### src/rtl/ballot_pkg.sv
// Shared types and default constants for the ballot tally engine.
package ballot_pkg;

    // FSM states with a fixed 2-bit encoding that is also exported on the state port
    typedef enum logic [1:0] {
        ST_IDLE   = 2'd0,
        ST_OPEN   = 2'd1,
        ST_TALLY  = 2'd2,
        ST_RESULT = 2'd3
    } ballot_state_t;

    localparam int DEF_NUM_CAND = 8;
    localparam int DEF_CNT_W    = 8;
    localparam int DEF_TOT_W    = 12;
    localparam int DEF_VID_W    = 4;

endpackage

### src/rtl/ballot_tally_engine_if.sv
// Vote submission handshake between a ballot source (master) and the tally engine (slave).
interface ballot_tally_engine_if
    import ballot_pkg::*;
#(
    parameter int NUM_CAND = DEF_NUM_CAND,
    parameter int VID_W    = DEF_VID_W
) ();

    logic                        vote_valid;
    logic                        vote_ready;
    logic [$clog2(NUM_CAND)-1:0] vote_cand;
    logic [VID_W-1:0]            vote_vid;
    logic                        vote_ack;
    logic                        vote_nack;

    modport master (
        output vote_valid, vote_cand, vote_vid,
        input  vote_ready, vote_ack, vote_nack
    );

    modport slave (
        input  vote_valid, vote_cand, vote_vid,
        output vote_ready, vote_ack, vote_nack
    );

endinterface

### src/rtl/ballot_max_scan.sv
// Sequential max/tie finder: walks candidate indices 0..NUM_CAND-1, one per cycle,
// while run is held. The lowest index wins ties; tie_seen flags a later equal count.
module ballot_max_scan
    import ballot_pkg::*;
#(
    parameter int  NUM_CAND = DEF_NUM_CAND,
    parameter int  CNT_W    = DEF_CNT_W,
    localparam int CAND_W   = $clog2(NUM_CAND)
) (
    input  logic              clk,
    input  logic              rst_n,
    input  logic              run,
    input  logic [CNT_W-1:0]  scan_cnt,
    output logic [CAND_W-1:0] scan_idx,
    output logic              scan_done,
    output logic [CAND_W-1:0] max_idx,
    output logic [CNT_W-1:0]  max_val,
    output logic              tie_seen
);

    localparam logic [CAND_W-1:0] LAST_IDX = CAND_W'(NUM_CAND - 1);

    assign scan_done = run && (scan_idx == LAST_IDX);

    // Scan index: parked at 0 when idle, advances once per cycle while running
    // NOTE: flops are written with <= so every register samples pre-edge values.
    always_ff @(posedge clk) begin
        if (!rst_n || !run) begin
            scan_idx <= '0;
        end else if (!scan_done) begin
            scan_idx <= scan_idx + 1'b1;
        end
    end

    // Running maximum: seeded at index 0, replaced only on strictly greater
    always_ff @(posedge clk) begin
        if (!rst_n) begin
            max_idx  <= '0;
            max_val  <= '0;
            tie_seen <= 1'b0;
        end else if (run) begin
            if (scan_idx == '0) begin
                max_idx  <= '0;
                max_val  <= scan_cnt;
                tie_seen <= 1'b0;
            end else if (scan_cnt > max_val) begin
                max_idx  <= scan_idx;
                max_val  <= scan_cnt;
                tie_seen <= 1'b0;
            end else if (scan_cnt == max_val) begin
                tie_seen <= 1'b1;
            end
        end
    end

endmodule

### src/rtl/ballot_tally_engine.sv
// Ballot tally engine: accepts votes while the poll is open, keeps saturating
// per-candidate and total counts, then scans for the winner after close.
// Optional feature: define VOTER_LOCKOUT_EN to reject repeat votes from the same
// voter ID until cmd_clear or reset. Without it, vote_vid is ignored.
module ballot_tally_engine
    import ballot_pkg::*;
#(
    parameter int NUM_CAND = DEF_NUM_CAND,
    parameter int CNT_W    = DEF_CNT_W,
    parameter int TOT_W    = DEF_TOT_W,
    parameter int VID_W    = DEF_VID_W
) (
    input  logic                        clk,
    input  logic                        rst_n,
    input  logic                        cmd_open,
    input  logic                        cmd_close,
    input  logic                        cmd_clear,
    ballot_tally_engine_if.slave        vote,
    output logic [1:0]                  state,
    output logic [$clog2(NUM_CAND)-1:0] winner_idx,
    output logic                        winner_valid,
    output logic                        tie,
    output logic [TOT_W-1:0]            total,
    input  logic [$clog2(NUM_CAND)-1:0] rd_sel,
    output logic [CNT_W-1:0]            rd_count
);

    localparam int               CAND_W  = $clog2(NUM_CAND);
    localparam logic [CNT_W-1:0] CNT_MAX = '1;
    localparam logic [TOT_W-1:0] TOT_MAX = '1;

    ballot_state_t     cur_state;
    ballot_state_t     nxt_state;
    logic [CNT_W-1:0]  counts [NUM_CAND];

    logic              accept;
    logic              vote_ok;
    logic              cand_hit;
    logic [CNT_W-1:0]  sel_cnt;
    logic              used_hit;

    logic              scan_run;
    logic              scan_done;
    logic [CAND_W-1:0] scan_idx;
    logic [CNT_W-1:0]  scan_cnt;
    logic [CAND_W-1:0] scan_max_idx;
    logic [CNT_W-1:0]  scan_max_val;
    logic              scan_tie;

    assign state = cur_state;

    // State register
    always_ff @(posedge clk) begin
        if (!rst_n) begin
            cur_state <= ST_IDLE;
        end else begin
            cur_state <= nxt_state;
        end
    end

    // Next state: clear beats everything; strobes invalid in the current state are ignored
    // NOTE: nxt_state gets a default before any branch so no path can infer a latch.
    always_comb begin
        nxt_state = cur_state;
        if (cmd_clear) begin
            nxt_state = ST_IDLE;
        end else begin
            case (cur_state)
                ST_IDLE:   if (cmd_open)  nxt_state = ST_OPEN;
                ST_OPEN:   if (cmd_close) nxt_state = ST_TALLY;
                ST_TALLY:  if (scan_done) nxt_state = ST_RESULT;
                ST_RESULT: nxt_state = ST_RESULT;
                default:   nxt_state = ST_IDLE;
            endcase
        end
    end

    // State-decoded outputs: ready only while open, results only visible in RESULT
    always_comb begin
        vote.vote_ready = 1'b0;
        scan_run        = 1'b0;
        winner_valid    = 1'b0;
        winner_idx      = '0;
        tie             = 1'b0;
        case (cur_state)
            ST_OPEN:   vote.vote_ready = 1'b1;
            ST_TALLY:  scan_run = 1'b1;
            ST_RESULT: begin
                winner_valid = (scan_max_val != '0);
                winner_idx   = winner_valid ? scan_max_idx : '0;
                tie          = winner_valid && scan_tie;
            end
            default: ;
        endcase
    end

    // Count lookups for the vote path, the read port and the scanner
    always_comb begin
        cand_hit = 1'b0;
        sel_cnt  = '0;
        rd_count = '0;
        scan_cnt = '0;
        for (int i = 0; i < NUM_CAND; i++) begin
            if (vote.vote_cand == CAND_W'(i)) begin
                cand_hit = 1'b1;
                sel_cnt  = counts[i];
            end
            if (rd_sel == CAND_W'(i)) begin
                rd_count = counts[i];
            end
            if (scan_idx == CAND_W'(i)) begin
                scan_cnt = counts[i];
            end
        end
    end

    assign accept  = vote.vote_valid && vote.vote_ready;
    assign vote_ok = cand_hit && (sel_cnt != CNT_MAX) && (total != TOT_MAX) && !used_hit;

`ifdef VOTER_LOCKOUT_EN
    logic [2**VID_W-1:0] used_map;

    assign used_hit = used_map[vote.vote_vid];

    // Voter lockout map: only acknowledged votes mark the voter as used
    always_ff @(posedge clk) begin
        if (!rst_n || cmd_clear) begin
            used_map <= '0;
        end else if (accept && vote_ok) begin
            used_map[vote.vote_vid] <= 1'b1;
        end
    end
`else
    logic unused_vid;

    assign unused_vid = ^vote.vote_vid;
    assign used_hit   = 1'b0;
`endif

    // Per-candidate and total counters; the nack conditions already block saturation
    // NOTE: the count array is reset element by element because clear must zero it; it maps to flops, not RAM.
    always_ff @(posedge clk) begin
        if (!rst_n || cmd_clear) begin
            for (int i = 0; i < NUM_CAND; i++) begin
                counts[i] <= '0;
            end
            total <= '0;
        end else if (accept && vote_ok) begin
            for (int i = 0; i < NUM_CAND; i++) begin
                if (vote.vote_cand == CAND_W'(i)) begin
                    counts[i] <= counts[i] + 1'b1;
                end
            end
            total <= total + 1'b1;
        end
    end

    // One-cycle result pulse for each accepted vote, aligned with its count update
    always_ff @(posedge clk) begin
        if (!rst_n || cmd_clear) begin
            vote.vote_ack  <= 1'b0;
            vote.vote_nack <= 1'b0;
        end else begin
            vote.vote_ack  <= accept && vote_ok;
            vote.vote_nack <= accept && !vote_ok;
        end
    end

    ballot_max_scan #(
        .NUM_CAND (NUM_CAND),
        .CNT_W    (CNT_W)
    ) u_max_scan (
        .clk       (clk),
        .rst_n     (rst_n),
        .run       (scan_run),
        .scan_cnt  (scan_cnt),
        .scan_idx  (scan_idx),
        .scan_done (scan_done),
        .max_idx   (scan_max_idx),
        .max_val   (scan_max_val),
        .tie_seen  (scan_tie)
    );

endmodule

### src/flat_wrapper.sv
// flat-port wrapper written by rule: the top's interface ports become plain ports
module ballot_tally_engine_flat import ballot_pkg::*;
#(
    parameter int NUM_CAND = DEF_NUM_CAND,
    parameter int CNT_W    = DEF_CNT_W,
    parameter int TOT_W    = DEF_TOT_W,
    parameter int VID_W    = DEF_VID_W
)
  (clk, rst_n, cmd_open, cmd_close, cmd_clear, state, winner_idx, winner_valid, tie, total, rd_sel, rd_count, vote_vote_valid, vote_vote_cand, vote_vote_vid, vote_vote_ready, vote_vote_ack, vote_vote_nack);
  ballot_tally_engine_if #(.NUM_CAND(NUM_CAND), .VID_W(VID_W)) vote_i ();
  input  logic clk;
  input  logic rst_n;
  input  logic cmd_open;
  input  logic cmd_close;
  input  logic cmd_clear;
  output logic [1:0] state;
  output logic [$clog2(NUM_CAND)-1:0] winner_idx;
  output logic winner_valid;
  output logic tie;
  output logic [TOT_W-1:0] total;
  input  logic [$clog2(NUM_CAND)-1:0] rd_sel;
  output logic [CNT_W-1:0] rd_count;
  input wire logic [$bits(vote_i.vote_valid)-1:0] vote_vote_valid;
  input wire logic [$bits(vote_i.vote_cand)-1:0] vote_vote_cand;
  input wire logic [$bits(vote_i.vote_vid)-1:0] vote_vote_vid;
  output wire logic [$bits(vote_i.vote_ready)-1:0] vote_vote_ready;
  output wire logic [$bits(vote_i.vote_ack)-1:0] vote_vote_ack;
  output wire logic [$bits(vote_i.vote_nack)-1:0] vote_vote_nack;
  assign vote_i.vote_valid = vote_vote_valid;
  assign vote_i.vote_cand = vote_vote_cand;
  assign vote_i.vote_vid = vote_vote_vid;
  assign vote_vote_ready = vote_i.vote_ready;
  assign vote_vote_ack = vote_i.vote_ack;
  assign vote_vote_nack = vote_i.vote_nack;
  ballot_tally_engine #(.NUM_CAND(NUM_CAND), .CNT_W(CNT_W), .TOT_W(TOT_W), .VID_W(VID_W)) u_core (.clk(clk), .rst_n(rst_n), .cmd_open(cmd_open), .cmd_close(cmd_close), .cmd_clear(cmd_clear), .vote(vote_i), .state(state), .winner_idx(winner_idx), .winner_valid(winner_valid), .tie(tie), .total(total), .rd_sel(rd_sel), .rd_count(rd_count));
endmodule
### config.mk
export PLATFORM = sky130hd
export DESIGN_NAME = ballot_tally_engine_flat
export DESIGN_NICKNAME = d
export VERILOG_FILES = /design/src/rtl/ballot_pkg.sv /design/src/rtl/ballot_tally_engine_if.sv /design/src/rtl/ballot_max_scan.sv /design/src/rtl/ballot_tally_engine.sv /design/src/flat_wrapper.sv
export SDC_FILE = /design/constraint.sdc
export NUM_CORES = 1
export LEC_CHECK = 0
export CAP_MARGIN = 10
export CORE_UTILIZATION = 55
export DETAILED_ROUTE_END_ITERATION = 8
export PLACE_DENSITY_LB_ADDON = 0.25
export SYNTH_ARGS = -nofsm -noshare
export SYNTH_HDL_FRONTEND = slang
export SYNTH_SLANG_ARGS = --single-unit
### constraint.sdc
create_clock -name clk -period 5.8 [get_ports clk]
set_clock_uncertainty 0.15 [all_clocks]
set_input_delay 0.58 -clock clk [delete_from_list [all_inputs] [get_ports clk]]
set_output_delay 0.58 -clock clk [all_outputs]
set_load 0.03 [all_outputs]
======== Word level (Yosys, flattened, before mapping) ========
Memory sizes are Yosys's and may differ from the RTL's.
Index checks and enable logic that the tools add are counted.
operators by class
  $add $sub $neg .......................... 10
  $lt $le $gt $ge ......................... 1
  eq/ne operators ......................... 30
  muxes and demuxes ....................... 90
  bitwise operators ....................... 9
  reduce and logical (&&, ||, !) cells .... 23
operator list
  operator                                                          number
  8-bit two-way mux                                                 34
  8-bit by 1-bit adder with 8-bit output (second input constant)    8
  1-bit two-way mux                                                 48
  3-bit == test (second input constant)                             12
  3-bit by 2-bit == test with 1-bit output (second input constant)  6
  12-bit by 1-bit adder with 12-bit output (second input constant)  1
  3-bit two-way mux                                                 4
  12-bit != test (second input constant)                            1
  3-bit by 1-bit == test with 1-bit output (second input constant)  3
  3-bit zero test                                                   3
  8-bit == test                                                     1
  8-bit > comparator                                                1
  8-bit != test (second input constant)                             1
  1-bit OR                                                          8
  2-bit one-hot mux with 4 select lines                             1
  8-bit nonzero test                                                1
  1-bit logical AND                                                 7
  2-bit two-way mux                                                 3
  2-bit == test (second input constant)                             2
  2-bit != test (second input constant)                             2
  2-bit AND reduction                                               2
  3-bit by 1-bit adder with 3-bit output (second input constant)    1
  1-bit zero test                                                   3
  3-bit AND reduction                                               1
  other kinds (8)                                                   9
storage, ports and cells
  register bits after elaboration ......... 31
  memory bits (writable) .................. 64
  input bits .............................. 16
  output and inout bits ................... 30
  logic and storage cells ................. 172
  memories kept ........................... 1
memories
  name           depth  bits a word  read ports  clocked after Yosys merged registers in  write ports  RTL line                   RTL
  u_core.counts  8      8            8           0                                        8            ballot_tally_engine.sv:34  logic [CNT_W-1:0] counts [NUM_CAND];

======== Depth between registers and ports, before layout ========
Gate-level depths: netlist of the first run.
  word-level depth ........................ 17
  gate-level depth with buffers ........... 19
  mapped depth without buffers ............ 15

======== Hierarchy ========
From an unflattened synthesis of the first run, not the netlist that was laid out.
second synthesis, totals
  cell total of the unflattened synthesis .. 700
  area, all modules ....................... 6,357.3 sq um
modules (own cells, without submodules)
  module               instances  cells each  area an instance (sq um)  seq. area each (sq um)
  ballot_tally_engine  1          601         5,487.8                   2,242.2
  ballot_max_scan      1          99          869.6                     300.3

======== Worst setup path after synthesis of the first run ========
OpenSTA, ideal clock, no wires.
  kind .................................... reg2reg
  start point ............................. register u_core.u_max_scan.scan_idx[2]
  end point ............................... register u_core.u_max_scan.max_val[0]
  library setup time ...................... 0.070 ns
  data arrival time ....................... 3.611 ns
  data required time ...................... 5.580 ns
  slack ................................... 1.969 ns
  cell stages (with the launch flop) ...... 20
  buffers on the path ..................... 4
  clock period less this slack ............ 3.831 ns
  path through ............................ dfxtp_1 clkbuf_1 inv_1 ha_1 clkbuf_1 clkbuf_1 nand2_1 a221oi_1 a211oi_1 o21ai_0 o311a_1 ha_1 nor2b_1 o21a_1 o21ai_0 a21oi_1 o41ai_1 clkbuf_1 o21ai_0 a21oi_1
on the way
  cells in the longest elaborated chain, start to end .. 12
  elaborated cells on any way between the ends .. 21
  classes of those cells .................. 1 x order compare; 7 x eq/ne; 10 x mux; 3 x reduce/logical
ends and longest elaborated chain
  element                                 RTL line                    RTL
  start: declaration                      ballot_max_scan.sv:14       output logic [CAND_W-1:0] scan_idx,
  start signal: assignment                ballot_max_scan.sv:31       scan_idx <= scan_idx + 1'b1;
  3-bit zero test                         ballot_tally_engine.sv:111  if (scan_idx == CAND_W'(i)) begin
  8-bit two-way mux (7 in series)         ballot_tally_engine.sv:111
  8-bit two-way mux *                     ballot_tally_engine.sv:111
  net u_core.scan_cnt[1]                  ballot_tally_engine.sv:45   logic [CNT_W-1:0] scan_cnt;
  8-bit > comparator *                    ballot_max_scan.sv:46       end else if (scan_cnt > max_val) begin
  2-bit nonzero test (no source line) *   --
  2-bit AND reduction (no source line) *  --
  end signal: assignment                  ballot_max_scan.sv:44       max_val <= scan_cnt;
  end signal: assignment                  ballot_max_scan.sv:48       max_val <= scan_cnt;
  end: declaration                        ballot_max_scan.sv:17       output logic [CNT_W-1:0] max_val,
Mark *: on every way through the listed nets, which the timed path passes. The rest lies on a longest branch. The select of a mux whose other input is x is not followed.
A chain may end at the register's enable or synchronous reset.

======== Final worst setup path of the first run ========
  start point ............................. register u_core.u_max_scan.scan_idx[0]
  end point ............................... register u_core.u_max_scan.max_val[7]
Same word-level chain as after synthesis.

==> flow_summary_export.csv, run 1 <==
group,metric,value,unit
outcome,status,"completed",
final_layout,layout_common_cells,"68 x nor2_1, 64 x edfxtp_1, 46 x nand2_1, 46 x o21ai_0, 45 x nand3_1",
power,cellLeakagePower,2.46,nW
logic_synthesis,ys_warn_count,0,
placed_design,port_buffers,41,
placed_design,preCtsSetupSlack,1.28,ns
hold_path,hp-class,"reg2reg",
logic_synthesis,yosysSeqAreaShare,39.6,%
sta,rsz0062_at_grt,"false",
clock_network,cts_tree,"done",
setup_path,cp-end-kind,"flop",
floorplanning,coreArea,11400,µm²
final_layout,layout-drive-gt1-share,7.36,%
sta,hold_violations,0,
logic_synthesis,synth_edf_count,64,
global_route,grt_usage,30.0,%
floorplanning,initial_core_util,56.4,%
placed_design,hpwlAfterDp,12400,µm
logic_synthesis,async_flop_share,0,%
final_layout,final_nets,768,
logic_synthesis,synthFlopType,"edfxtp_1",
setup_path,crit_arrival,4.50,ns
clock_network,cts.sinks,95,
final_layout,num_antenna_cells,0,
floorplanning,die_h,110,µm
detailed_routing,via_per_inst,6.49,
sta,maxSlewViolCount,0,
floorplanning,die_w,110,µm
detailed_routing,first_pass_iters,5,
detailed_routing,finalWirelength,17200,µm
global_route,grt_first_pass_wirelength,27300,µm
final_layout,final_area,7200,µm²
sta,setup_violations,0,
floorplanning,ios,46,
placed_design,place_area,6880,µm²
logic_synthesis,syn_area,6410,µm²
sta,fin_crit_sh,75.4,%
detailed_routing,drt-initial-drc-count,383,
detailed_routing,drcViolationCount,0,
setup_path,startpoint_type,"flop",
logic_synthesis,yosys.cell_types.count,62,
logic_synthesis,syn_inst,709,
sta,final.min_clock_period,4.37,ns
clock_network,cts_max_path_buffers,2,
global_route,overflow,0,
final_layout,n_fill_cell,938,
detailed_routing,antenna_left,0,
sta,clock.fmax,229,MHz
placed_design,placedCellCount,861,
clock_network,post-cts-setup-buffers,0,
setup_path,critPathRequiredTime,5.93,ns
detailed_routing,via_count,5696,
sta,fin_setup_tns,0,ns
clock_network,cts_resized,0,
setup_path,critical_path.max_fanout,25,
final_layout,area_growth,12.3,%
sta,tightest_slew,1.18,ns
final_layout,fin_cells,877,
floorplanning,dieArea,12100,µm²
global_route,grt_max_degree,30,
floorplanning,rows,39,
detailed_routing,wire_per_inst,19.6,µm
logic_synthesis,avgSynthCellArea,9.04,µm²
clock_network,numCtsBuffers,9,
global_route,first_global_vias,5321,
global_route,antenna_found_initial,0,
clock_network,cts_root_buffer,"clkbuf_16",
final_layout,final_common_cell,"nor2_1",
placed_design,globalplace.congestion,0.938,
clock_network,path_clk_slew,0.07,ns
power,worst_ir_drop_vdd,0.155,mV
setup_path,crit_type,"reg2reg",
clock_network,clk_latency,0.35,ns
clock_network,cts_hold_buf,0,
final_layout,utilization,63.3,%
logic_synthesis,syn-num-nets,748,
run,max_cap_violations,0,
sta,holdWs,0.328,ns
sta,fin_ws,1.43,ns
logic_synthesis,synth_seq_cells,95,
power,power,1.59,mW
clock_network,htree_levels,3,
sta,relSlewSlack,20.5,%
power,power_density,221,nW/µm²
## cells in the mapped netlist, types with 3 or more instances
cell	count	share of area, %
a211oi_1	11	1.3
a21o_1	4	0.47
a21oi_1	31	2.4
a221oi_1	16	2.2
a22o_1	4	0.55
and2_1	9	0.88
and3_1	14	1.4
buf_1	8	0.47
buf_2	4	0.31
buf_4	3	0.35
clkbuf_1	24	1.4
dfxtp_1	31	9.7
edfxtp_1	64	30
ha_1	23	4.5
inv_1	31	1.8
mux2_2	4	0.70
mux2i_1	14	2.2
mux4_2	4	1.4
nand2_1	46	2.7
nand2b_1	10	0.98
nand3_1	45	3.5
nand3b_1	4	0.47
nand4_1	11	1.1
nor2_1	68	4.0
nor2_2	14	1.4
nor2b_1	21	2.0
nor3_1	11	0.86
nor3b_1	3	0.35
nor4_1	7	0.68
o211ai_1	5	0.59
o21ai_0	46	3.6
o311a_1	7	1.1
o31a_1	7	0.96
o31ai_1	4	0.47
or2_2	3	0.29
or3_1	14	1.4
xnor2_1	26	3.6
xor2_1	27	3.7
## worst max-delay path, cell delays in order, from the launching register on
cell      delay [ns]
dfxtp_1         0.43
ha_1            0.79
nor2b_1         0.10
a221oi_1        0.40
o31a_1          0.18
o21ai_0         0.15
o311a_1         0.22
ha_1            0.33
nand4_1         0.15
nor3_1          0.98
o21ai_0         0.21
a21oi_1         0.20
## per-layer routing
layer | track usage [%] | vias up | routed length [µm]
met1 | 41.2 | 2778 | 7620
li1 | - | 2632 | -
met3 | 5.29 | 48 | 1130
met5 | 0 | - | 0
met4 | 13.3 | 0 | 569
met2 | 46.4 | 238 | 7850
## cells by family (layout without fill, tap and decap cells)
family                     count (synthesis)  count (layout)  share of synthesized area (%)
buffers and inverters                     73              98                           4.76
muxes                                     22              22                           4.29
adders and majority gates                 23              23                           4.49
xor gates and xnor gates                  53              53                           7.24
AOI/OAI and AO/OA                        152             152                           16.2
DFF                                       95              95                           39.6
and+or+nand+nor                          291             291                           23.4
## power breakdown
group | switching [mW] | internal (mW) | total [mW]
combinational | 0.0998 | 0.0719 | 0.172
clock | 0.263 | 0.364 | 0.627
sequential | 0.0444 | 0.747 | 0.791
## final timing paths
check,startpoint,to,slack (ns),depth (start not counted)
setup / recovery,u_core.u_max_scan.scan_idx[0],u_core.u_max_scan.max_val[7],1.43,11
hold / removal,u_core.u_max_scan.max_idx[0],u_core.u_max_scan.max_idx[0],0.33,2
setup reg to reg,u_core.u_max_scan.scan_idx[0],u_core.u_max_scan.max_val[7],1.43,11
hold reg to reg,u_core.u_max_scan.max_idx[0],u_core.u_max_scan.max_idx[0],0.33,2
## registers in the layout, indices dropped and copies added, names as in the netlist
name                        count
u_core.counts                  64
u_core.total                   12
u_core.u_max_scan.max_val       8
u_core.u_max_scan.max_idx       3
u_core.u_max_scan.scan_idx      3
u_core.state                    2
u_core.u_max_scan.tie_seen      1
u_core.vote.vote_ack            1
u_core.vote.vote_nack           1
## cell type report
| class | instances | area (µm²) | share of cell area (%) |
|---|---|---|---|
| timing repair buffer | 50 | 478 | 6.64 |
| multi-input combinational | 541 | 3560 | 49.5 |
| clock buffer | 11 | 254 | 3.53 |
| sequential | 95 | 2540 | 35.3 |
| inverter | 32 | 120 | 1.67 |
| tap | 143 | 179 | 2.48 |
| clock inverter | 5 | 62.6 | 0.869 |
Note: power is estimated with default switching activity, not from simulation.
==> run 2: changes to the inputs <==
clock period = 4.2 ns   (was 5.8 ns; I/O delays follow)
==> flow_summary_export.csv, run 2 (same netlist as run 1, synthesis figures left out) <==
group,metric,value,unit
final_layout,num_antenna_cells,0,
floorplanning,dieArea,12100,µm²
clock_network,path_clk_slew,0.06,ns
placed_design,globalplace.congestion,0.971,
final_layout,largest_register_ffs,64,
setup_path,cp-end-kind,"flop",
final_layout,area_growth,14.6,%
sta,clock.fmax,256,MHz
setup_path,critical_path.max_fanout,17,
placed_design,placedCellCount,881,
clock_network,cts_hold_buf,0,
run,max_cap_violations,0,
placed_design,hpwlAfterDp,13400,µm
hold_path,hp-class,"reg2reg",
detailed_routing,wire_per_inst,20.0,µm
setup_path,crit_arrival,4.04,ns
final_layout,n_fill_cell,966,
placed_design,port_buffers,41,
clock_network,post-cts-setup-buffers,0,
floorplanning,die_w,110,µm
clock_network,cts_root_buffer,"clkbuf_16",
final_layout,seqCellArea,2540,µm²
power,power_density,291,nW/µm²
final_layout,final_nets,791,
sta,fin_crit_sh,93.1,%
detailed_routing,drcViolationCount,0,
floorplanning,rows,39,
detailed_routing,drt-initial-drc-count,492,
detailed_routing,via_per_inst,6.37,
detailed_routing,antenna_left,0,
final_layout,layout-drive-gt1-share,10.2,%
global_route,first_global_vias,5337,
setup_path,startpoint_type,"flop",
clock_network,cts_tree,"done",
clock_network,cts.sinks,95,
setup_path,crit_type,"reg2reg",
sta,relSlewSlack,24.1,%
floorplanning,die_h,110,µm
global_route,grt_first_pass_wirelength,27900,µm
outcome,status,"completed",
sta,tightest_slew,1.13,ns
sta,rsz0062_at_grt,"false",
sta,setup_violations,0,
detailed_routing,finalWirelength,18000,µm
floorplanning,initial_core_util,56.4,%
sta,fin_setup_tns,0,ns
final_layout,reg_top3,"u_core.counts (64), u_core.total (12), u_core.u_max_scan.max_val (8)",
clock_network,clk_latency,0.36,ns
final_layout,final_area,7350,µm²
floorplanning,coreArea,11400,µm²
final_layout,fin_cells,900,
sta,final.min_clock_period,3.91,ns
sta,hold_violations,0,
power,worst_ir_drop_vdd,0.217,mV
global_route,overflow,0,
power,power,2.14,mW
final_layout,largest_register,"u_core.counts",
final_layout,final_common_cell,"nor2_1",
power,cellLeakagePower,2.56,nW
clock_network,htree_levels,3,
setup_path,critPathRequiredTime,4.33,ns
detailed_routing,via_count,5732,
clock_network,cts_resized,0,
placed_design,place_area,7050,µm²
global_route,antenna_found_initial,0,
placed_design,preCtsSetupSlack,0.278,ns
clock_network,numCtsBuffers,9,
final_layout,utilization,64.6,%
sta,maxSlewViolCount,0,
global_route,grt_max_degree,34,
floorplanning,ios,46,
sta,fin_ws,0.290,ns
final_layout,layout_common_cells,"68 x nor2_1, 64 x edfxtp_1, 46 x nand2_1, 46 x o21ai_0, 45 x nand3_1",
sta,holdWs,0.325,ns
global_route,grt_usage,31.2,%
clock_network,cts_max_path_buffers,2,
final_layout,multi_input_area,3560,µm²
detailed_routing,first_pass_iters,5,
[run 2: critical path, cell delays in order, from the launching register on]
cell and delay (ns):
dfxtp_1 0.36, inv_1 0.10, ha_1 0.56, a221oi_1 0.22
o31a_1 0.28, o21ai_0 0.22, o311a_1 0.26, ha_1 0.25
nor2b_1 0.13, o21a_1 0.16, o21ai_0 0.14, a21oi_1 0.10
o41ai_1 0.36, buf_4 0.24, o21ai_0 0.10, a21oi_1 0.17
[run 2: worst paths after layout]
kind	start	endpoint	slack [ns]	cells after the start
max	u_core.u_max_scan.scan_idx[1]	u_core.u_max_scan.max_val[4]	0.29	15
min	u_core.u_max_scan.max_idx[0]	u_core.u_max_scan.max_idx[0]	0.32	2
max reg2reg	u_core.u_max_scan.scan_idx[1]	u_core.u_max_scan.max_val[4]	0.29	15
min reg2reg	u_core.u_max_scan.max_idx[0]	u_core.u_max_scan.max_idx[0]	0.32	2
[run 2: area by class of cell]
| type | count | area share (%) |
|---|---|---|
| clock buffers | 13 | 3.68 |
| clock inverters | 3 | 0.221 |
| inverters | 32 | 1.63 |
| multi-input cells | 541 | 48.5 |
| flip-flops and latches | 95 | 34.6 |
| well taps | 143 | 2.43 |
| repair buffers | 73 | 8.92 |
[run 2: report_power, final]
group / switching (mW) / internal, mW
registers: 0.0624 / 1.03
logic: 0.140 / 0.107
clock network: 0.352 / 0.448
[run 2: per-layer routing]
metal / vias to the layer above / GRT usage, % / wire (µm) / share of wire, %
li1: 2677 / - / - / -
met3: 52 / 5.35 / 1370 / 7.6
met4: 0 / 16.3 / 655 / 3.6
met5: - / 0 / 0 / 0
met1: 2753 / 41.4 / 7590 / 42
met2: 250 / 48.9 / 8370 / 47
